[config.mk]
export PLATFORM = sky130hd
export DESIGN_NAME = macro_op_sequencer_flat
export DESIGN_NICKNAME = d
export VERILOG_FILES = /design/src/rtl/macro_op_sequencer_pkg.sv /design/src/rtl/macro_op_sequencer_if.sv /design/src/rtl/macro_op_sequencer_split.sv /design/src/rtl/macro_op_sequencer.sv /design/src/flat_wrapper.sv
export SDC_FILE = /design/constraint.sdc
export NUM_CORES = 1
export LEC_CHECK = 0
export BUFFER_PORTS_ARGS = -buffer_cell sky130_fd_sc_hd__buf_4
export CAP_MARGIN = 20
export CELL_PAD_IN_SITES_DETAIL_PLACEMENT = 1
export CELL_PAD_IN_SITES_GLOBAL_PLACEMENT = 1
export CORE_ASPECT_RATIO = 1.75
export CORE_MARGIN = 5
export CORE_UTILIZATION = 35
export CTS_BUF_LIST = sky130_fd_sc_hd__clkbuf_16
export CTS_CLUSTER_DIAMETER = 40
export CTS_CLUSTER_SIZE = 14
export DETAILED_ROUTE_END_ITERATION = 7
export HOLD_SLACK_MARGIN = 0.08
export MAX_ROUTING_LAYER = met4
export PLACE_DENSITY = 0.88
export SYNTH_ARGS = -nofsm -noshare
export SYNTH_HDL_FRONTEND = slang
export SYNTH_HIERARCHICAL = 1
export SYNTH_SLANG_ARGS = --single-unit
[constraint.sdc]
create_clock -name clk_i -period 1.75 [get_ports clk_i]
set_clock_uncertainty 0.15 [all_clocks]
set_input_delay 0.2625 -clock clk_i [delete_from_list [all_inputs] [get_ports clk_i]]
set_output_delay 0.2625 -clock clk_i [all_outputs]
set_load 0.005 [all_outputs]
[src/rtl/macro_op_sequencer_pkg.sv]
// Shared types for the macro-op sequencer: scoreboard entry layout, FSM states and
// the default immediate step applied to the second micro-op.
package macro_op_sequencer_pkg;

  localparam int unsigned Xlen = 32;

  typedef struct packed {
    logic [Xlen-1:0] pc;
    logic [2:0]      trans_id;
    logic [3:0]      fu;
    logic [6:0]      op;
    logic [4:0]      rs1;
    logic [4:0]      rs2;
    logic [4:0]      rd;
    logic [Xlen-1:0] result;
    logic            valid;
    logic            is_macro_instr;
    logic            is_double_rd_macro_instr;
    logic            is_last_macro_instr;
  } sb_entry_t;

  typedef enum logic [1:0] {StEmpty, StSingle, StFirst, StSecond} macro_seq_state_e;

  function automatic int unsigned default_macro_imm_step(int unsigned xlen);
    return xlen / 8;
  endfunction

endpackage

[src/rtl/macro_op_sequencer_if.sv]
// Scoreboard issue port: entry, raw word, valid from the sequencer; ack from the scoreboard.
interface macro_op_sequencer_if;
  import macro_op_sequencer_pkg::*;

  sb_entry_t   instr;
  logic [31:0] orig_instr;
  logic        valid;
  logic        ack;

  modport master (output instr, orig_instr, valid, input ack);
  modport slave  (input instr, orig_instr, valid, output ack);

endinterface

[src/rtl/macro_op_sequencer_split.sv]
// Builds the micro-op view of a held entry: untouched for plain instructions, tagged for
// the first half of a macro, retargeted to rd2 with a stepped immediate for the second half.
module macro_op_sequencer_split
  import macro_op_sequencer_pkg::*;
#(
  parameter int unsigned MacroImmStep = 4
) (
  input  sb_entry_t  entry_i,
  input  logic [4:0] rd2_i,
  input  logic       double_rd_i,
  input  logic       macro_i,
  input  logic       second_i,
  output sb_entry_t  entry_o
);

  always_comb begin
    entry_o = entry_i;
    if (macro_i) begin
      entry_o.is_macro_instr           = 1'b1;
      entry_o.is_double_rd_macro_instr = double_rd_i;
      entry_o.is_last_macro_instr      = second_i;
      if (second_i) begin
        entry_o.rd     = rd2_i;
        entry_o.result = entry_i.result + Xlen'(MacroImmStep);
      end
    end
  end

endmodule

[src/rtl/macro_op_sequencer.sv]
// Registers decoded instructions toward the scoreboard and splits macro instructions into
// two back-to-back micro-ops so they receive adjacent trans_ids.
module macro_op_sequencer
  import macro_op_sequencer_pkg::*;
#(
  parameter int unsigned MacroImmStep = default_macro_imm_step(Xlen),
  parameter int unsigned CntWidth     = 16
) (
  input  logic                    clk_i,
  input  logic                    rst_ni,
  input  logic                    flush_i,
  input  sb_entry_t               dec_instr_i,
  input  logic [31:0]             dec_orig_instr_i,
  input  logic                    dec_is_macro_i,
  input  logic                    dec_double_rd_i,
  input  logic [4:0]              dec_rd2_i,
  input  logic                    dec_valid_i,
  output logic                    dec_ready_o,
  macro_op_sequencer_if.master    sb_if,
  output logic                    busy_o,
  output logic [CntWidth-1:0]     macro_cnt_o
);

  macro_seq_state_e    state_q, state_d;
  sb_entry_t           entry_q, split_entry;
  logic [31:0]         orig_q;
  logic [4:0]          rd2_q;
  logic                dbl_q;
  logic [CntWidth-1:0] cnt_q;
  logic                accept, ack, valid;

  assign valid = (state_q != StEmpty);
  assign ack   = sb_if.ack & valid;

  always_comb begin
    state_d     = state_q;
    dec_ready_o = 1'b0;
    unique case (state_q)
      StEmpty:            dec_ready_o = 1'b1;
      StSingle, StSecond: dec_ready_o = sb_if.ack;
      StFirst:            dec_ready_o = 1'b0;
    endcase
    if (flush_i) dec_ready_o = 1'b0;
    accept = dec_valid_i & dec_ready_o;

    if (flush_i) begin
      state_d = StEmpty;
    end else if (accept) begin
      state_d = dec_is_macro_i ? StFirst : StSingle;
    end else if (ack) begin
      // Only FIRST continues on ack; SINGLE and SECOND drain to EMPTY.
      state_d = (state_q == StFirst) ? StSecond : StEmpty;
    end
  end

  always_ff @(posedge clk_i or negedge rst_ni) begin
    if (!rst_ni) begin
      state_q <= StEmpty;
      entry_q <= '0;
      orig_q  <= '0;
      rd2_q   <= '0;
      dbl_q   <= 1'b0;
      cnt_q   <= '0;
    end else begin
      state_q <= state_d;
      if (accept) begin
        entry_q <= dec_instr_i;
        orig_q  <= dec_orig_instr_i;
        if (dec_is_macro_i) begin
          rd2_q <= dec_rd2_i;
          dbl_q <= dec_double_rd_i;
          if (cnt_q != '1) cnt_q <= cnt_q + {{(CntWidth-1){1'b0}}, 1'b1};
        end
      end
    end
  end

  macro_op_sequencer_split #(
    .MacroImmStep (MacroImmStep)
  ) u_split (
    .entry_i     (entry_q),
    .rd2_i       (rd2_q),
    .double_rd_i (dbl_q),
    .macro_i     (busy_o),
    .second_i    (state_q == StSecond),
    .entry_o     (split_entry)
  );

  assign busy_o           = (state_q == StFirst) || (state_q == StSecond);
  assign sb_if.valid      = valid;
  assign sb_if.instr      = split_entry;
  assign sb_if.orig_instr = orig_q;
  assign macro_cnt_o      = cnt_q;

endmodule

[src/flat_wrapper.sv]
// flat-port wrapper written by rule: the top's interface ports become plain ports
module macro_op_sequencer_flat import macro_op_sequencer_pkg::*;
#(
  parameter int unsigned MacroImmStep = default_macro_imm_step(Xlen),
  parameter int unsigned CntWidth     = 16
)
  (clk_i, rst_ni, flush_i, dec_instr_i, dec_orig_instr_i, dec_is_macro_i, dec_double_rd_i, dec_rd2_i, dec_valid_i, dec_ready_o, busy_o, macro_cnt_o, sb_if_instr, sb_if_orig_instr, sb_if_valid, sb_if_ack);
  macro_op_sequencer_if sb_if_i ();
  input  logic clk_i;
  input  logic rst_ni;
  input  logic flush_i;
  input  sb_entry_t dec_instr_i;
  input  logic [31:0] dec_orig_instr_i;
  input  logic dec_is_macro_i;
  input  logic dec_double_rd_i;
  input  logic [4:0] dec_rd2_i;
  input  logic dec_valid_i;
  output logic dec_ready_o;
  output logic busy_o;
  output logic [CntWidth-1:0] macro_cnt_o;
  output wire logic [$bits(sb_if_i.instr)-1:0] sb_if_instr;
  output wire logic [$bits(sb_if_i.orig_instr)-1:0] sb_if_orig_instr;
  output wire logic [$bits(sb_if_i.valid)-1:0] sb_if_valid;
  input wire logic [$bits(sb_if_i.ack)-1:0] sb_if_ack;
  assign sb_if_instr = sb_if_i.instr;
  assign sb_if_orig_instr = sb_if_i.orig_instr;
  assign sb_if_valid = sb_if_i.valid;
  assign sb_if_i.ack = sb_if_ack;
  macro_op_sequencer #(.MacroImmStep(MacroImmStep), .CntWidth(CntWidth)) u_core (.clk_i(clk_i), .rst_ni(rst_ni), .flush_i(flush_i), .dec_instr_i(dec_instr_i), .dec_orig_instr_i(dec_orig_instr_i), .dec_is_macro_i(dec_is_macro_i), .dec_double_rd_i(dec_double_rd_i), .dec_rd2_i(dec_rd2_i), .dec_valid_i(dec_valid_i), .dec_ready_o(dec_ready_o), .sb_if(sb_if_i), .busy_o(busy_o), .macro_cnt_o(macro_cnt_o));
endmodule
Word-level counts from Yosys, hierarchy flattened:

Index checks and enable logic that the tools add are counted.
Widths: inputs -> output; s select.

* input bits: 141
* flip-flop bits (word level): 153
* logic and storage cells: 42

* bitwise logic cells: 2
* reductions and logical operators: 7
* mux-type cells: 10
* $add $sub $neg: 2
* equal/unequal tests: 4

Operators by type and width (number)
* $mux 37: 2
* $add 32x3->32 const B: 1
* $add 16x1->16 const B: 1
* $ne 16x16->1 const B: 1
* $mux 2: 5
* $eq 2x2->1 const B: 2
* $mux 3: 1
* $pmux 1 s3: 1
* $reduce_and 3->1: 1
* $reduce_bool 3->1: 1
* $and 1x1->1: 2
* $eq 2x1->1 const B: 1
* $logic_not 2->1: 1
* $reduce_and 2->1: 1
* $reduce_bool 2->1: 1
* $reduce_or 2->1: 1
* $logic_or 1x1->1: 1
* $mux 1: 1

Longest topological paths before layout:

Gate-level depths: netlist (run 1).

* depth in word-level cells: 7
* gate-level depth with buffers: 7
* gate-level depth less buffers: 5

Modules after synthesis:

Netlist (run 1), hierarchy kept.

By module, submodules not included
* macro_op_sequencer: sequential area each 3828.7 um^2, area each 6537.5 um^2, cells each 377, times used 1
* macro_op_sequencer_split: sequential area each 0.0 um^2, area each 1126.1 um^2, cells each 151, times used 1

Least setup slack after synthesis (run 1):

No wires, ideal clock.

* kind: register to output
* start: register u_core.state_q[1]
* end: output sb_if_instr[33]
* stages on the path, launching flop included: 6
* path buffers: 1
* slack: -0.209 ns
* arrival: 1.546 ns
* path through: dfrtp_1 clkbuf_1 and4_4 nor3b_4 nand4b_1 xnor2_1

* word-level cells in the longest chain between the ends: 3
* elaborated cells between the ends (all ways): 5

RTL lines
* start, declared: line macro_op_sequencer.sv:24 `macro_seq_state_e state_q, state_d;`
* start signal, assigned: line macro_op_sequencer.sv:58 `state_q <= StEmpty;`
* start signal, assigned: line macro_op_sequencer.sv:65 `state_q <= state_d;`
* $eq 2x2->1: line macro_op_sequencer.sv:89 `assign busy_o = (state_q == StFirst) || (state_q == StSecond);`
* $logic_or 1x1->1 (*): line macro_op_sequencer.sv:89
* named net busy_o: line flat_wrapper.sv:19 `output logic busy_o;`
* $mux 37 (*): line macro_op_sequencer_split.sv:18 `if (macro_i) begin`
* end, declared: line flat_wrapper.sv:21 `output wire logic [$bits(sb_if_i.instr)-1:0] sb_if_instr;`

The timed path passes the listed nets; every way through them passes the cells marked *.

Final worst setup path (run 1):

* start: register u_core.state_q[1]
* end: output sb_if_instr[25]

* word-level cells in the longest chain between the ends: 3
* elaborated cells between the ends (all ways): 5

RTL lines (line)
* $eq 2x2->1, on equally long branches: macro_op_sequencer.sv:85, macro_op_sequencer.sv:89
* $mux 37 or $logic_or 1x1->1 (tied branches): macro_op_sequencer_split.sv:22, macro_op_sequencer.sv:89
* $mux 37 (*): macro_op_sequencer_split.sv:18

Mark *: on every way between the ends. The rest lies on a longest branch, timed or not.

==> results.toml, run 1 <==
[outcome]
status = "finished, violations left"
violations = "negative setup slack"

[timing]
finalHoldViolCount = 0
fin_crit_sh_pct = 149.2
slew_viol_final = 0
slew_headroom_pct = 75.27
worstMarginPinSlew_ns = 0.3709
setup_ws_ns = -0.8612
setup_viol = 185
hold_slack_ns = 0.1262
fmax_mhz = 383.0
period_minus_slack_ns = 2.611
rsz0062_at_grt = "yes"
setup-tns-final_ns = -68.79

[clocking]
cts-buffers-inserted = 17
cts.sink_count = 153
tritoncts = "built"
cts-root-buf = "clkbuf_16"
htree_levels = 4
clkTransAtPathRegs_ns = 0.06
clkLatencyLatePin_ns = 0.42
clock_path_buffers = 2

[power]
vdd_ir_drop_max_mv = 0.6000
p_leak_nw = 6.116
p_per_area_nw_per_um2 = 1044

[floorplan]
rows = 71
die_x_um = 121.9
dieArea_um2 = 25070
start_util_pct = 35.50
num_io_pins = 289
core_area_um2 = 21590
dieHeight_um = 205.8

[global_route]
grt_pass1_wl_um = 45840
grt_usage_pct = 25.42
antenna_found_initial = 3
gr-total-overflow = 0
grt_pass1_vias = 7604
grt_start_max_net_pins = 43

[critical_path]
reg2reg_slack_ns = -0.43
r2r-end = "u_core/entry_q[28]$_DFFE_PN0P_"
crit_type = "register to output port"
critPathLaunchType = "register"
path_max_fanout = 9
rr_worst_depth = 5
setup.worst_path.start = "u_core/state_q[1]$_DFFE_PN0P_"
critPathCapture = "sb_if_instr[25]"
cp-end-kind = "output port"
cp_data_arrival_time_ns = 2.20
cp.required_ns = 1.34
crit-reg2reg-launch = "u_core/state_q[1]$_DFFE_PN0P_"

[final_layout]
final_area_um2 = 12740
nNetsFinal = 1147
area_delta_synth_final_pct = 66.27
mostFrequentLayoutCells = "buf_4 (373), dfrtp_1 (153), dlygate4sd3_1 (137)"
drive_gt1_share_pct = 59.78
layout_commonest_cell = "buf_4"

[routing]
vias_per_cell = 4.765
drt_iter0_drc = 236
vias = 6252
firstDrtPassIters = 5
ant_nets = 0
drt_drc_violations_left = 0
finalWirelength_um = 31470
wl_per_cell_um = 23.99

[synthesis]
synth_area_leaders = "dfrtp_1 (50%), mux2_4 (20%), buf_4 (5.9%), mux2_2 (4.8%), xnor2_1 (4.1%)"
synth_cell_types = 44
ys.flop_type = "dfrtp_1"
synthArstFlopShare_pct = 100.0
synth_area_um2 = 7664
syn_nets = 671
seq_area_frac_synth_pct = 49.96
ys_ff_latch = 153
synthCells = 528
yosysWarningCount = 6
yosysTopAreaCell = "dfrtp_1"
avgSynthCellArea_um2 = 14.51
synth_top_area_share_pct = 49.96
synth-edff-count = 0

[hold_path]
hp-class = "primary input to register"
hold_depth = 4

[placement]
io_buffers = 288
place.gp.congestion = 0.8288
dpl_cell_area_um2 = 10410
hpwlAfterDp_um = 19290

[job]
maxCapViolCount = 0
stage by stage:
| step | setup WS, ns | utilization (%) | total power [mW] | std cells |
|---|---|---|---|---|
| final | -0.8612 | 59.03 | 13.30 | 1312 |
| after global routing | -0.9564 | 59.03 | 13.86 | 1312 |
| after CTS | -0.8073 | 57.92 | 12.99 | 1304 |
| after detailed placement | -0.3872 | 48.24 | 9.150 | 1127 |
| after global placement | -0.3161 | 48.24 | 8.895 | 1127 |
| after floorplan | -0.1994 | - | 7.078 | 528 |
final cells by class:
type / instances / area, um^2
fillers: 2162 / 8845
inverters: 3 / 11.26
clock inverters: 15 / 111.4
flip-flops and latches: 153 / 3829
well taps: 292 / 365.4
clock buffers: 17 / 425.4
multi-input cells: 294 / 3393
diodes: 3 / 7.507
repair buffers: 535 / 4599
kinds of logic (layout without fill, tap and decap cells):
group | Yosys count | count (layout) | share of synthesized area [%]
AOI/OAI and AO/OA | 15 | 15 | 1.992
DFF | 153 | 153 | 49.96
buffers and inverters | 81 | 570 | 9.567
muxes | 144 | 144 | 26.06
adders and majority gates | 2 | 2 | 0.3265
and+or+nand+nor | 93 | 93 | 7.527
xor gates and xnor gates | 40 | 40 | 4.571
other | 0 | 3 | 0
critical path, stage by stage (launching register included):
cell and delay [ns]:
dfrtp_1 0.38, and2_4 0.18, and4_4 0.22, nor3b_4 0.23, buf_12 0.16, buf_4 0.13
nand3_2 0.08, xnor2_1 0.22, buf_4 0.17
flip-flops by register name, summed over array words and instances, names as in the netlist:
name and cells:
u_core/sb_if.orig_instr 32, u_core/dbl_q 1, u_core/rd2_q 5, u_core/state_q 2, u_core/macro_cnt_o 16, u_core/entry_q 97
routing by layer:
| metal | routed length (um) | vias up | global-route usage (%) |
|---|---|---|---|
| li1 | - | 2756 | - |
| met1 | 10360 | 3198 | 23.45 |
| met2 | 18500 | 220 | 49.25 |
| met3 | 1232 | 78 | 4.538 |
| met4 | 1374 | 0 | 12.06 |
| met5 | 0 | - | - |
cells in the mapped netlist, types with 5 or more instances:
cell type  instances
dfrtp_1          153
mux2_4           100
buf_4             60
xnor2_1           36
mux2_2            33
nand3_1           20
nand4_1           19
and3_1            12
nand2_1           12
buf_12            11
mux2_1            11
a21oi_1            5
nor2_1             5
power by group:
group,total (mW),switching [mW],internal (mW)
clock,3.50,1.57,1.93
combinational,4.76,1.78,2.98
sequential,5.04,0.686,4.35
what timing repair did:
item / 4_1_cts / 5_1_grt
hold buffers: 137 / 0
pin swaps: 13 / 21
setup buffers: 7 / 5
gates cloned: 1 / 0
resized for setup: 22 / 32
hold endpoints to repair: 290 / 0
endpoints found under the setup margin: 190 / 191
worst min path at each step:
stage,startpoint,to,slack (ns)
global route,dec_is_macro_i,u_core/state_q[0]$_DFFE_PN0P_,0.14
finish,sb_if_ack,u_core/state_q[0]$_DFFE_PN0P_,0.13
detailed placement,rst_ni,u_core/entry_q[40]$_DFFE_PN0P_,0.04
CTS,sb_if_ack,u_core/state_q[0]$_DFFE_PN0P_,0.10
floorplan,rst_ni,u_core/dbl_q$_DFFE_PN0P_,-0.18
global placement,rst_ni,u_core/entry_q[86]$_DFFE_PN0P_,0.04
Power figures use the tool's default switching activity.
==> run 2: changes to the inputs <==
SETUP_SLACK_MARGIN = 0.2   (was not set)
==> results.toml, run 2 (synthesis gave the netlist of run 1 again) <==
[floorplan]
num_io_pins = 289
dieHeight_um = 205.8
dieArea_um2 = 25070
start_util_pct = 35.50
rows = 71
die_x_um = 121.9
core_area_um2 = 21590

[routing]
wl_per_cell_um = 26.24
finalWirelength_um = 34850
drt_iter0_drc = 302
vias_per_cell = 4.941
firstDrtPassIters = 4
ant_nets = 0
vias = 6562
drt_drc_violations_left = 0

[timing]
slew_headroom_pct = 71.44
fin_crit_sh_pct = 147.3
worstMarginPinSlew_ns = 0.4283
setup_viol = 191
fmax_mhz = 388.0
finalHoldViolCount = 0
period_minus_slack_ns = 2.577
slew_viol_final = 0
rsz0062_at_grt = "yes"
setup_ws_ns = -0.8270

[global_route]
use_met1_pct = 23.22
met3_usage_pct = 4.180
antenna_found_initial = 4
grt_pass1_wl_um = 45240
grt_start_max_net_pins = 42
gr-total-overflow = 0
grt_pass1_vias = 7526
busiest_layer = "met2"
grt_usage_pct = 25.05
grtUsageMet2_pct = 46.91

[critical_path]
critPathLaunchType = "register"
cp.required_ns = 1.34
path_max_fanout = 5
cp_data_arrival_time_ns = 2.16
cp-end-kind = "output port"
crit_type = "register to output port"

[placement]
io_buffers = 288
place.gp.congestion = 0.8660
dpl_cell_area_um2 = 10430
hpwlAfterDp_um = 19570
place_ws_ns = -0.3584
dp.cells = 1126

[job]
maxCapViolCount = 0

[final_layout]
regMostFlops = "u_core/entry_q"
drive_gt1_share_pct = 62.08
layout_commonest_cell = "buf_4"
mostFrequentLayoutCells = "buf_4 (344), dfrtp_1 (147), dlygate4sd3_1 (137)"
largest_reg_flops = 97
final_cells = 1328
nNetsFinal = 1163
area_delta_synth_final_pct = 75.79
final_area_um2 = 13470

[clocking]
htree_levels = 4
clock_path_buffers = 2
tritoncts = "built"
cts-root-buf = "clkbuf_16"
clkTransAtPathRegs_ns = 0.06
cts-buffers-inserted = 17
cts.sink_count = 153
clkLatencyLatePin_ns = 0.44

[power]
p_per_area_nw_per_um2 = 1072
vdd_ir_drop_max_mv = 1.020
p_leak_nw = 6.415

[hold_path]
hp-class = "primary input to register"

[outcome]
violations = "negative setup slack"
status = "finished, violations left"
-- run 2: changes by cell type in the layout (fill, tap and decap cells not counted), sizes merged --
cell / before / now
buf: 397 / 405
bufbuf: 1 / 0
bufinv: 1 / 5
clkbuf: 17 / 26
clkinv: 5 / 3
clkinvlp: 4 / 1
diode: 3 / 5
inv: 8 / 7
-- run 2: per-stage QoR --
step | utilization [%] | hold slack, ns | total power, mW | setup TNS [ns]
after global routing | 62.39 | 0.1663 | 14.97 | -82.70
after floorplan | - | -0.1831 | 7.085 | -24.45
after detailed placement | 48.29 | 0.06286 | 9.182 | -32.34
after global placement | 48.29 | 0.05990 | 8.938 | -25.02
final | 62.41 | 0.1497 | 14.44 | -73.97
after CTS | 58.36 | 0.09731 | 13.65 | -53.12
-- run 2: layout make-up --
| type | count | area (um^2) |
|---|---|---|
| fill | 2056 | 8115 |
| timing repair buffer | 551 | 5049 |
| clock buffer | 17 | 425.4 |
| antenna | 5 | 12.51 |
| inverter | 3 | 11.26 |
| tap | 292 | 365.4 |
| clock inverter | 13 | 188.9 |
| sequential | 153 | 3836 |
| multi-input combinational | 294 | 3583 |
-- run 2: critical path, cell delays in order, from the launching register on --
cell and delay [ns]:
dfrtp_1 0.40, and2_4 0.18, and4_4 0.21, nor3b_4 0.23, buf_6 0.17, nand4b_1 0.14
xnor2_1 0.21, buf_4 0.18
-- run 2: what timing repair did --
item,in CTS,in global routing
endpoints found under the hold margin,290,0
cloned,0,9
setup buffers,4,17
hold buffers,137,0
setup endpoints to repair,198,200
resized for setup,30,113
pin swaps,20,27
-- run 2: where the power goes --
group          internal, mW  leakage, nW  total, mW  switching, mW
combinational          3.38         4.28       5.33           1.95
clock                  2.49        0.309       4.03           1.55
sequential             4.36         1.82       5.08          0.722
-- run 2: final timing paths --
| path | to | depth (start not counted) | slack, ns | startpoint |
|---|---|---|---|---|
| setup / recovery | sb_if_instr[33] | 7 | -0.83 | u_core/state_q[1]$_DFFE_PN0P_ |
| hold / removal | u_core/state_q[1]$_DFFE_PN0P_ | 4 | 0.15 | sb_if_ack |
| min in group asynchronous | u_core/entry_q[21]$_DFFE_PN0P_ | 2 | 0.16 | rst_ni |
| max in group asynchronous | u_core/entry_q[6]$_DFFE_PN0P_ | 3 | 0.68 | rst_ni |
| hold reg to reg | u_core/macro_cnt_o[11]$_DFFE_PN0P_ | 1 | 0.36 | u_core/macro_cnt_o[11]$_DFFE_PN0P_ |
| setup reg to reg | u_core/entry_q[2]$_DFFE_PN0P_ | 7 | -0.42 | u_core/state_q[1]$_DFFE_PN0P_ |
-- run 2: routing by layer --
metal  share of wire [%]  vias to the layer above
li1                    -                     2802
met4                 5.9                        0
met5                   0                        -
met3                 3.9                      120
met1                  33                     3365
met2                  57                      275
